===== src/rtl/mc_control_fsm.sv =====
// Multicycle control unit: sequences fetch/decode/execute/memory/writeback for the 3-bit-opcode
// CPU, with a per-access memory stall timeout that traps into a sticky FAULT state.
module mc_control_fsm #(
  parameter int unsigned WAIT_LIMIT = 15,
  parameter int unsigned CNT_W      = 16
) (
  input  logic             clk,
  input  logic             rst_n,
  input  logic [2:0]       opcode,
  input  logic             zero,
  input  logic             mem_ready,
  output logic             mem_req,
  output logic             mem_we,
  output logic             addr_sel,
  output logic             ir_load,
  output logic             mdr_load,
  output logic             pc_en,
  output logic             pc_src,
  output logic             ab_load,
  output logic [1:0]       alu_op,
  output logic             alu_load,
  output logic             rf_we,
  output logic             rf_wsel,
  output logic             halted,
  output logic             fault,
  output logic [CNT_W-1:0] retired,
  output logic [3:0]       state
);

  typedef enum logic [3:0] {
    StFetch  = 4'd0,
    StDecode = 4'd1,
    StExec   = 4'd2,
    StWbAlu  = 4'd3,
    StMemLd  = 4'd4,
    StWbMem  = 4'd5,
    StMemSt  = 4'd6,
    StBranch = 4'd7,
    StJump   = 4'd8,
    StHalt   = 4'd9,
    StFault  = 4'd10
  } state_e;

  localparam int unsigned WaitW = (WAIT_LIMIT > 1) ? $clog2(WAIT_LIMIT) : 1;
  localparam logic [WaitW-1:0] WaitLast = (WAIT_LIMIT == 0) ? '0 : WaitW'(WAIT_LIMIT - 1);

  state_e           r_state;
  logic [WaitW-1:0] r_wait;
  logic [CNT_W-1:0] r_retired;
  logic [1:0]       r_alu_sel;
  logic             r_halted;
  logic             r_fault;
  logic             w_timeout;

  // Last allowed request cycle still without ready: the access has stalled too long.
  assign w_timeout = (WAIT_LIMIT != 0) && !mem_ready && (r_wait == WaitLast);

  always_ff @(posedge clk or negedge rst_n) begin
    if (!rst_n) begin
      r_state   <= StFetch;
      r_wait    <= '0;
      r_retired <= '0;
      r_alu_sel <= 2'b00;
      r_halted  <= 1'b0;
      r_fault   <= 1'b0;
    end else begin
      r_wait <= '0;
      case (r_state)
        StFetch, StMemLd, StMemSt: begin
          if (mem_ready) begin
            case (r_state)
              StFetch: r_state <= StDecode;
              StMemLd: r_state <= StWbMem;
              default: begin
                r_state   <= StFetch;
                r_retired <= r_retired + CNT_W'(1);
              end
            endcase
          end else if (w_timeout) begin
            r_state <= StFault;
            r_fault <= 1'b1;
          end else begin
            r_wait <= r_wait + WaitW'(1);
          end
        end
        StDecode: begin
          r_alu_sel <= opcode[1:0];
          case (opcode)
            3'd0:    r_state <= StMemLd;
            3'd1:    r_state <= StMemSt;
            3'd2:    r_state <= StBranch;
            3'd3:    r_state <= StJump;
            3'd7: begin
              r_state   <= StHalt;
              r_halted  <= 1'b1;
              r_retired <= r_retired + CNT_W'(1);
            end
            default: r_state <= StExec;
          endcase
        end
        StExec: r_state <= StWbAlu;
        StWbAlu, StWbMem, StBranch, StJump: begin
          r_state   <= StFetch;
          r_retired <= r_retired + CNT_W'(1);
        end
        StHalt:  r_state <= StHalt;
        StFault: r_state <= StFault;
        default: begin
          r_state <= StFault;
          r_fault <= 1'b1;
        end
      endcase
    end
  end

  // Datapath strobes decode from the current state; everything is forced low during reset.
  always_comb begin
    mem_req  = 1'b0;
    mem_we   = 1'b0;
    addr_sel = 1'b0;
    ir_load  = 1'b0;
    mdr_load = 1'b0;
    pc_en    = 1'b0;
    pc_src   = 1'b0;
    ab_load  = 1'b0;
    alu_op   = 2'b00;
    alu_load = 1'b0;
    rf_we    = 1'b0;
    rf_wsel  = 1'b0;
    if (rst_n) begin
      case (r_state)
        StFetch: begin
          mem_req = 1'b1;
          ir_load = mem_ready;
          pc_en   = mem_ready;
        end
        StDecode: ab_load = 1'b1;
        StExec: begin
          alu_op   = r_alu_sel;
          alu_load = 1'b1;
        end
        StWbAlu: rf_we = 1'b1;
        StMemLd: begin
          mem_req  = 1'b1;
          addr_sel = 1'b1;
          mdr_load = mem_ready;
        end
        StWbMem: begin
          rf_we   = 1'b1;
          rf_wsel = 1'b1;
        end
        StMemSt: begin
          mem_req  = 1'b1;
          mem_we   = 1'b1;
          addr_sel = 1'b1;
        end
        StBranch: begin
          alu_op = 2'b11;
          pc_en  = zero;
          pc_src = zero;
        end
        StJump: begin
          pc_en  = 1'b1;
          pc_src = 1'b1;
        end
        default: ;
      endcase
    end
  end

  assign halted  = r_halted;
  assign fault   = r_fault;
  assign retired = r_retired;
  assign state   = r_state;

endmodule


===== config.mk =====
export PLATFORM = sky130hd
export DESIGN_NAME = mc_control_fsm
export DESIGN_NICKNAME = d
export VERILOG_FILES = /design/src/rtl/mc_control_fsm.sv
export SDC_FILE = /design/constraint.sdc
export NUM_CORES = 1
export LEC_CHECK = 0
export BUFFER_PORTS_ARGS = -buffer_cell sky130_fd_sc_hd__clkbuf_2
export CORE_MARGIN = 3
export CORE_UTILIZATION = 52
export CTS_CLUSTER_SIZE = 28
export DETAILED_ROUTE_END_ITERATION = 8
export PLACE_DENSITY = 0.86
export SLEW_MARGIN = 25
export SYNTH_ARGS = -nofsm -noshare
export SYNTH_HDL_FRONTEND = slang
export SYNTH_SLANG_ARGS = --single-unit

===== constraint.sdc =====
create_clock -name clk -period 2.2 [get_ports clk]
set_input_delay 0.66 -clock clk [delete_from_list [all_inputs] [get_ports clk]]
set_output_delay 0.66 -clock clk [all_outputs]
set_load 0.01 [all_outputs]

==> results.json, run 1 <==
{
  "path_max_fanout": 7,
  "crit_path_top_delay_cell": "dfrtp_2",
  "coreArea_mm2": 0.002781,
  "fill_cells": 207,
  "root_buffer": "clkbuf_4",
  "final_area_mm2": 0.002057,
  "synthArstFlopShare": 1.000,
  "wl_per_cell_um": 16.97,
  "finalHoldViolations": 0,
  "synth_ff_type": "dfrtp_1",
  "fmax_mhz": 429.3,
  "peakVddDrop_uv": 901.2,
  "grtUsageTotal": 0.2067,
  "die_h_um": 60.49,
  "post-route-util": 0.7395,
  "drt_iter0_drc": 95,
  "slew_viol_final": 0,
  "first_global_vias": 1299,
  "die_area_mm2": 0.003659,
  "drtAntennaViolNets": 0,
  "ys_types": 36,
  "layout-drive-gt1-share": 0.4128,
  "place_congestion": 0.8676,
  "met2_length_mm": 2.219,
  "nNetsFinal": 229,
  "met1_length_mm": 1.735,
  "placed_cell_area_mm2": 0.001800,
  "syn-num-nets": 172,
  "slew_headroom": 0.6231,
  "crit_chain": "nor4b_4 > a41oi_2 > nor2_2 > or2_4 > buf_6",
  "worstSetupPathType": "flip-flop to output port",
  "area_growth_pct": 33.23,
  "yosysTopAreaCell": "dfrtp_1",
  "clk_latency_ns": 0.33,
  "dpl.cell_count": 234,
  "p_per_area_mw_per_mm2": 1124,
  "rows": 19,
  "cts_buffers": 3,
  "ys_top_cells_by_area": "dfrtp_1 45%, xnor2_1 9.1%, nor2_1 3.9%",
  "grt_setup_unrepaired": "true",
  "grt-ovfl-total": 0,
  "setup_slack_ns": -0.1295,
  "grt_start_max_net_pins": 21,
  "worstSetupStartpointType": "flip-flop",
  "path_delay_family": "simple AND/OR/NAND/NOR gates",
  "grt_pass1_wl_mm": 5.768,
  "drc_errors": 0,
  "critPathMaxStageDelay_ns": 0.51,
  "synth-seq-cells": 28,
  "status": "finished with violations",
  "fin_worst_skew_ns": 0.007986,
  "start_util": 0.5551,
  "syn_avg_cell_area_um2": 9.531,
  "htreeDepth": 1,
  "violations": "setup timing",
  "vias_per_cell": 5.940,
  "clk_pin_slew_ns": 0.16,
  "hp-class": "input pin to asynchronous set/reset pin",
  "grt_antenna_before_repair": 0,
  "fp.dieW_um": 60.49,
  "stdcell_count": 249,
  "synth-edff-count": 0,
  "setup_viol": 2,
  "cts.sinks": 28,
  "ios": 42,
  "critical_path_required_ns": 1.54,
  "top_layer": "met4",
  "cp.buffers_inverters": 1,
  "period_minus_slack_ns": 2.329,
  "vias": 1479,
  "hold_buffers": 0,
  "yosysWarnings": 0,
  "synthesis.area_mm2": 0.001544,
  "clk_path_buf_depth": 2,
  "p_leak_nw": 0.9739,
  "hpwlAfterDp_mm": 2.506,
  "max-cap-violations": 0,
  "cts_tree": "done",
  "fin_tns_setup_ns": -0.1767,
  "num_antenna_cells": 0,
  "reg2reg_slack_ns": 0.19,
  "syn_inst": 162,
  "drt_pass1_iterations": 4,
  "yosysSeqAreaShare": 0.4538,
  "wirelength_mm": 4.225,
  "finalCritPeriodShare": 1.059,
  "io_buffers": 41,
  "tightest_slew_ns": 0.5611,
  "whs_ns": 0.3126,
  "wl_met3_um": 234,
  "cp_data_arrival_time_ns": 1.67,
  "cp-end-kind": "output port",
  "yosysTopAreaCellShare": 0.4538
}
[through the flow]
step / setup slack [ns] / power (mW)
after floorplan: 0.1019 / 1.436
after global placement: 0.09660 / 1.696
after detailed placement: 0.07268 / 1.726
after CTS: -0.06854 / 2.104
after global routing: -0.2064 / 2.444
final: -0.1295 / 2.312
[cells in the final DEF, fill, tap and decap left out, types with 2 or more instances in the layout]
master    count
inv_1         6
ha_1          3
nand2_1       8
nor3_1        4
xor2_1        3
nor3_2        3
nor2b_1       2
buf_4        15
a21oi_1       8
o21ai_0       3
clkbuf_4      3
nor2_1       12
nand2b_4      3
and2_1        2
nand3_1      11
or2_4         2
or3_1         2
xnor2_1      16
o31ai_1       2
mux2_2        3
clkbuf_2     32
nor2_4        2
nor2_2        2
buf_2         8
buf_6         4
nand4_1       8
and3_1        4
dfrtp_2       4
dfrtp_1      24
[flip-flops by register name, indices dropped and copies added, names as in the netlist]
| register | flops |
|---|---|
| retired | 16 |
| r_wait | 4 |
| state | 4 |
| r_alu_sel | 2 |
| fault | 1 |
| halted | 1 |
[cell usage after synthesis, types with 2 or more instances]
library cell,instances
nor2b_1,3
dfrtp_1,28
xor2_1,3
nand3_1,11
buf_6,2
and2_1,2
inv_1,6
or2_2,2
a21oi_1,9
o21ai_0,3
nor2_1,16
nand4_1,8
nand2_1,9
and3_1,4
buf_2,2
nand2b_1,3
or3_1,2
clkbuf_1,4
ha_1,3
o31ai_1,2
xnor2_1,16
nor4_1,2
nor3_1,7
mux2_2,3
[final timing paths]
check,start,end,cells past startpoint
worst max-delay path,state[0],pc_en,5
worst min-delay path,rst_n,state[0],2
worst max register to register,state[0],retired[1],6
worst min register to register,halted,halted,1
max in group asynchronous,rst_n,state[3],2
min in group clk,halted,halted,1
[area by class of cell]
cell class	count	area [um2]	area share
clock buffers	4	36.28	0.01764
well taps	31	38.79	0.01886
repair buffers	60	372.9	0.1813
inverters	6	22.52	0.01095
flip-flops and latches	28	705.7	0.3431
multi-input cells	120	880.8	0.4282
[power by group]
part	leakage [nW]	switching (mW)	internal, mW
combinational	0.594	0.663	0.588
clock	0.0210	0.159	0.101
sequential	0.359	0.162	0.638
total	0.974	0.984	1.33
[timing repair]
item / CTS / global route
gates resized for setup: 13 / 30
cloned: 0 / 0
pin swaps: 3 / 10
buffers inserted: 6 / 6
endpoints found under the setup margin: 6 / 13
[logic make-up after synthesis]
logic type | Yosys count | share of synthesized area
buffers and inverters | 14 | 0.04538
xor gates and xnor gates | 19 | 0.1078
adders and majority gates | 3 | 0.02431
AOI/OAI and AO/OA | 21 | 0.08833
DFF | 28 | 0.4538
and+or+nand+nor | 73 | 0.2520
muxes | 4 | 0.02836
[routing by layer]
metal  vias to the layer above  GRT usage
met3                         4    0.01915
met4                         0    0.05573
met2                        51     0.3719
met5                         -          0
met1                       746     0.2666
li1                        678          -
No activity file was read; power rests on OpenSTA's default activity.
==> run 2, diff against run 1 <==
--- a/config.mk
+++ b/config.mk
@@ -8,9 +8,9 @@
 export BUFFER_PORTS_ARGS = -buffer_cell sky130_fd_sc_hd__clkbuf_2
 export CORE_MARGIN = 3
 export CORE_UTILIZATION = 52
-export CTS_CLUSTER_SIZE = 28
+export CTS_CLUSTER_SIZE = 14
 export DETAILED_ROUTE_END_ITERATION = 8
-export PLACE_DENSITY = 0.86
+export PLACE_DENSITY = 0.79
 export SLEW_MARGIN = 25
 export SYNTH_ARGS = -nofsm -noshare
 export SYNTH_HDL_FRONTEND = slang
==> run 2 against run 1 <==
  * The run still ends with setup timing left
  * Die area unchanged
  * Clock skew down 0.0047 ns
  * Non-clock buffer count rose by 1
  * Core utilization is 0.22 points lower
==> results.json, run 2 (synthesis gave the netlist of run 1 again) <==
{
  "status": "finished with violations",
  "violations": "setup timing",
  "p_leak_nw": 0.9788,
  "setup_viol": 6,
  "r2r_start": "state[0]",
  "max-cap-violations": 0,
  "place_congestion": 0.8424,
  "post-route-util": 0.7373,
  "path_delay_family": "simple AND/OR/NAND/NOR gates",
  "wirelength_mm": 4.245,
  "grt_use_met3": 0.04043,
  "tightest_slew_ns": 0.4761,
  "cts_tree": "done",
  "final_common_cell": "clkbuf_2",
  "num_antenna_cells": 0,
  "fmax_mhz": 431.6,
  "layout-drive-gt1-share": 0.4018,
  "top_usage_layer": "met2",
  "hold_buffers": 0,
  "finalHoldViolations": 0,
  "slew_headroom": 0.6801,
  "peakVddDrop_uv": 1019,
  "setup_slack_ns": -0.1171,
  "coreArea_mm2": 0.002781,
  "regArea_um2": 704.4,
  "cp.buffers_inverters": 1,
  "drtAntennaViolNets": 0,
  "grt-ovfl-total": 0,
  "worstSetupPathType": "flip-flop to output port",
  "grt_setup_unrepaired": "true",
  "slew_viol_final": 0,
  "cp-end-kind": "output port",
  "vias_per_cell": 6.076,
  "clk_latency_ns": 0.34,
  "placed_cell_area_mm2": 0.001808,
  "hpwlAfterDp_mm": 2.540,
  "die_area_mm2": 0.003659,
  "io_buffers": 41,
  "grt_pass1_wl_mm": 6.368,
  "grtUsageTotal": 0.2309,
  "vias": 1519,
  "worstSetupStartpointType": "flip-flop",
  "fill_cells": 197,
  "clk_pin_slew_ns": 0.15,
  "nNetsFinal": 230,
  "cts.sinks": 28,
  "area_growth_pct": 32.82,
  "largest_reg_flops": 16,
  "start_util": 0.5551,
  "final_area_mm2": 0.002051,
  "fin_worst_skew_ns": 0.003272,
  "period_minus_slack_ns": 2.317,
  "cts_buffers": 3,
  "grt_antenna_before_repair": 0,
  "whs_ns": 0.3378,
  "grtUsageMet1": 0.2940,
  "first_global_vias": 1393,
  "clk_path_buf_depth": 2,
  "ios": 42,
  "htreeDepth": 1,
  "multi_input_area_um2": 865.8,
  "hp-class": "input pin to asynchronous set/reset pin",
  "critPathMaxStageDelay_ns": 0.47,
  "cp_data_arrival_time_ns": 1.66,
  "finalCritPeriodShare": 1.053,
  "path_max_fanout": 4,
  "die_h_um": 60.49,
  "drt_pass1_iterations": 4,
  "critical_path_required_ns": 1.54,
  "grtUsageMet2": 0.3796,
  "layout_common_cells": "32 x clkbuf_2, 25 x dfrtp_1, 18 x buf_4, 16 x xnor2_1, 13 x nor2_1",
  "fp.dieW_um": 60.49,
  "rows": 19,
  "p_per_area_mw_per_mm2": 1161,
  "grt_start_max_net_pins": 17,
  "crit_path_top_delay_cell": "dfrtp_2",
  "crit_chain": "nor2b_4 > a41oi_2 > nor2_2 > or2_2 > clkbuf_2",
  "root_buffer": "clkbuf_4",
  "drt_iter0_drc": 138,
  "wl_per_cell_um": 16.98,
  "drc_errors": 0,
  "critical_path.startpoint": "state[2]"
}
## run 2: metrics by stage
stage	std cells	TNS (ns)	worst slack [ns]	power, mW
finish	250	-0.3814	-0.1171	2.381
global route	250	-1.170	-0.2202	2.531
CTS	247	-0.1427	-0.07387	2.250
detailed placement	235	0	0.07654	1.741
global placement	235	0	0.1025	1.705
floorplan	162	0	0.1019	1.436
## run 2: power by group
part	internal [mW]	switching, mW	total, mW
Clock	0.185	0.158	0.343
Combinational	0.575	0.677	1.25
Sequential	0.637	0.149	0.786
## run 2: final timing paths
check,cells after the start,slack [ns],end
max reg2reg,5,0.29,retired[1]
max in group asynchronous,2,1.65,state[0]
min,2,0.34,state[2]
min in group clk,1,0.48,halted
max,5,-0.12,pc_en
min reg2reg,1,0.48,halted
## run 2: final cells by class
cell class / count / area share
clock inverter: 1 / 0.01464
timing repair buffer: 61 / 0.1788
sequential: 28 / 0.3435
inverter: 6 / 0.01098
multi-input combinational: 120 / 0.4222
clock buffer: 3 / 0.01098
tap: 31 / 0.01891
## run 2: layer usage
layer | share of wire | routed length [um]
met5 | 0 | 0
met4 | 0.054 | 230
met3 | 0.061 | 259
met2 | 0.49 | 2084
met1 | 0.39 | 1670
## run 2: repair_timing
action                                  in CTS  in global routing
resized for setup                           15                 19
pin swaps                                    2                  2
endpoints found under the setup margin       7                 13
setup buffers                                8                  3
==> run 3, diff against run 2 <==
--- a/config.mk
+++ b/config.mk
@@ -11,6 +11,7 @@
 export CTS_CLUSTER_SIZE = 14
 export DETAILED_ROUTE_END_ITERATION = 8
 export PLACE_DENSITY = 0.79
+export SETUP_SLACK_MARGIN = 0.02
 export SLEW_MARGIN = 25
 export SYNTH_ARGS = -nofsm -noshare
 export SYNTH_HDL_FRONTEND = slang
==> run 3 against run 2 <==
  * The run still ends with setup timing left
  * Clock skew is 0.0020 ns higher
  * Register-to-register slack lost 0.19 ns
  * Worst hold slack improved by 0.029 ns
  * Die area did not move
  * Count of clock-buffer cells in the layout did not move
  * Design area up 5.7%
  * Clock power is 1% higher
  * Sequential cell count is the same
  * Sequential power barely moved
  * Critical path depth is the same
  * Maximum frequency increased by 0.58%
  * Power increased by 6.5%
  * Critical path type unchanged
==> results.json, run 3 (synthesis gave the netlist of run 1 again) <==
{
  "setup_viol": 5,
  "first_global_vias": 1399,
  "worstSetupStartpointType": "flip-flop",
  "status": "finished with violations",
  "ios": 42,
  "htreeDepth": 1,
  "layout-drive-gt1-share": 0.4405,
  "post-route-util": 0.7791,
  "wirelength_mm": 4.678,
  "critPathMaxStageDelay_ns": 0.52,
  "finalHoldViolations": 0,
  "cts_buffers": 3,
  "start_util": 0.5551,
  "rows": 19,
  "drt_iter0_drc": 130,
  "grt_pass1_wl_mm": 6.444,
  "whs_ns": 0.3672,
  "grt_antenna_before_repair": 0,
  "vias": 1556,
  "num_antenna_cells": 0,
  "fmax_mhz": 434.1,
  "wl_per_cell_um": 18.13,
  "vias_per_cell": 6.031,
  "area_growth_pct": 40.36,
  "reg2regPathDepth": 7,
  "finalPower_mw": 2.536,
  "final_common_cell": "clkbuf_2",
  "place_ws_ns": 0.07654,
  "cts_tree": "done",
  "io_buffers": 41,
  "die_area_mm2": 0.003659,
  "clk_pin_slew_ns": 0.16,
  "path_max_fanout": 6,
  "crit_path_top_delay_cell": "dfrtp_2",
  "drc_errors": 0,
  "grt_start_max_net_pins": 17,
  "fin_tns_setup_ns": -0.2502,
  "peakVddDrop_uv": 1173,
  "dpl.cell_count": 235,
  "stdcell_count": 258,
  "hp-class": "input pin to asynchronous set/reset pin",
  "clk_latency_ns": 0.34,
  "place_congestion": 0.8424,
  "layout_common_cells": "30 x clkbuf_2, 25 x dfrtp_1, 21 x buf_4, 16 x xnor2_1, 11 x nand3_1",
  "grtUsageTotal": 0.2349,
  "slew_headroom": 0.6779,
  "max-cap-violations": 0,
  "fin_worst_skew_ns": 0.005306,
  "slew_viol_final": 0,
  "critical_path_required_ns": 1.54,
  "clk_path_buf_depth": 2,
  "violations": "setup timing",
  "crit_chain": "nor4b_4 > a41oi_2 > nor2_2 > or2_4 > buf_6",
  "cp_data_arrival_time_ns": 1.64,
  "hpwlAfterDp_mm": 2.540,
  "grt-ovfl-total": 0,
  "drtAntennaViolNets": 0,
  "period_minus_slack_ns": 2.304,
  "met1_length_mm": 1.834,
  "finalCritPeriodShare": 1.047,
  "p_per_area_mw_per_mm2": 1170,
  "p_leak_nw": 1.033,
  "fp.dieW_um": 60.49,
  "top_layer": "met4",
  "final_area_mm2": 0.002167,
  "cp-end-kind": "output port",
  "wl_met3_um": 314,
  "cts.sinks": 28,
  "drt_pass1_iterations": 4,
  "tightest_slew_ns": 0.4795,
  "met2_length_mm": 2.303,
  "placed_cell_area_mm2": 0.001808,
  "worstSetupPathType": "flip-flop to output port",
  "coreArea_mm2": 0.002781,
  "grt_setup_unrepaired": "true",
  "largest_reg_flops": 16,
  "nNetsFinal": 238,
  "root_buffer": "clkbuf_4",
  "die_h_um": 60.49,
  "setup_slack_ns": -0.1037
}
run 3: cell type report:
cell class | count | area [um2]
fillers | 179 | 614.3
multi-input cells | 120 | 872.1
clock inverters | 1 | 30.03
clock buffers | 3 | 22.52
flip-flops and latches | 28 | 704.4
well taps | 31 | 38.79
repair buffers | 69 | 476.7
inverters | 6 | 22.52
run 3: metal layers:
| metal | up-vias | track usage |
|---|---|---|
| met2 | 85 | 0.3889 |
| met4 | 0 | 0.1238 |
| met3 | 21 | 0.03617 |
| met1 | 750 | 0.2966 |
| met5 | - | 0 |
| li1 | 700 | - |
run 3: timing repair:
action	CTS	global route
resized for setup	16	33
setup buffers	8	10
endpoints found under the setup margin	8	13
hold buffers	0	0
pin swaps	3	8
gates cloned	0	1
run 3: where the power goes:
part           internal [mW]  leakage (nW)  switching [mW]
registers              0.637         0.360           0.149
logic                  0.679         0.645           0.724
clock network          0.185        0.0279           0.163
run 3: worst paths after layout:
check | slack, ns | start | endpoint
worst max-delay path | -0.10 | state[0] | pc_en
worst min-delay path | 0.37 | rst_n | retired[10]
worst max register to register | 0.10 | state[2] | retired[1]
worst min register to register | 0.48 | halted | halted
max in group asynchronous | 1.61 | rst_n | state[0]
min in group clk | 0.48 | halted | halted
run 3: critical path: cells and delay by family, from the launching register on:
family                 cells  cell delay, ns
AOI/OAI and AO/OA          1            0.07
DFF                        1            0.52
and+or+nand+nor            3            0.64
buffers and inverters      1            0.09
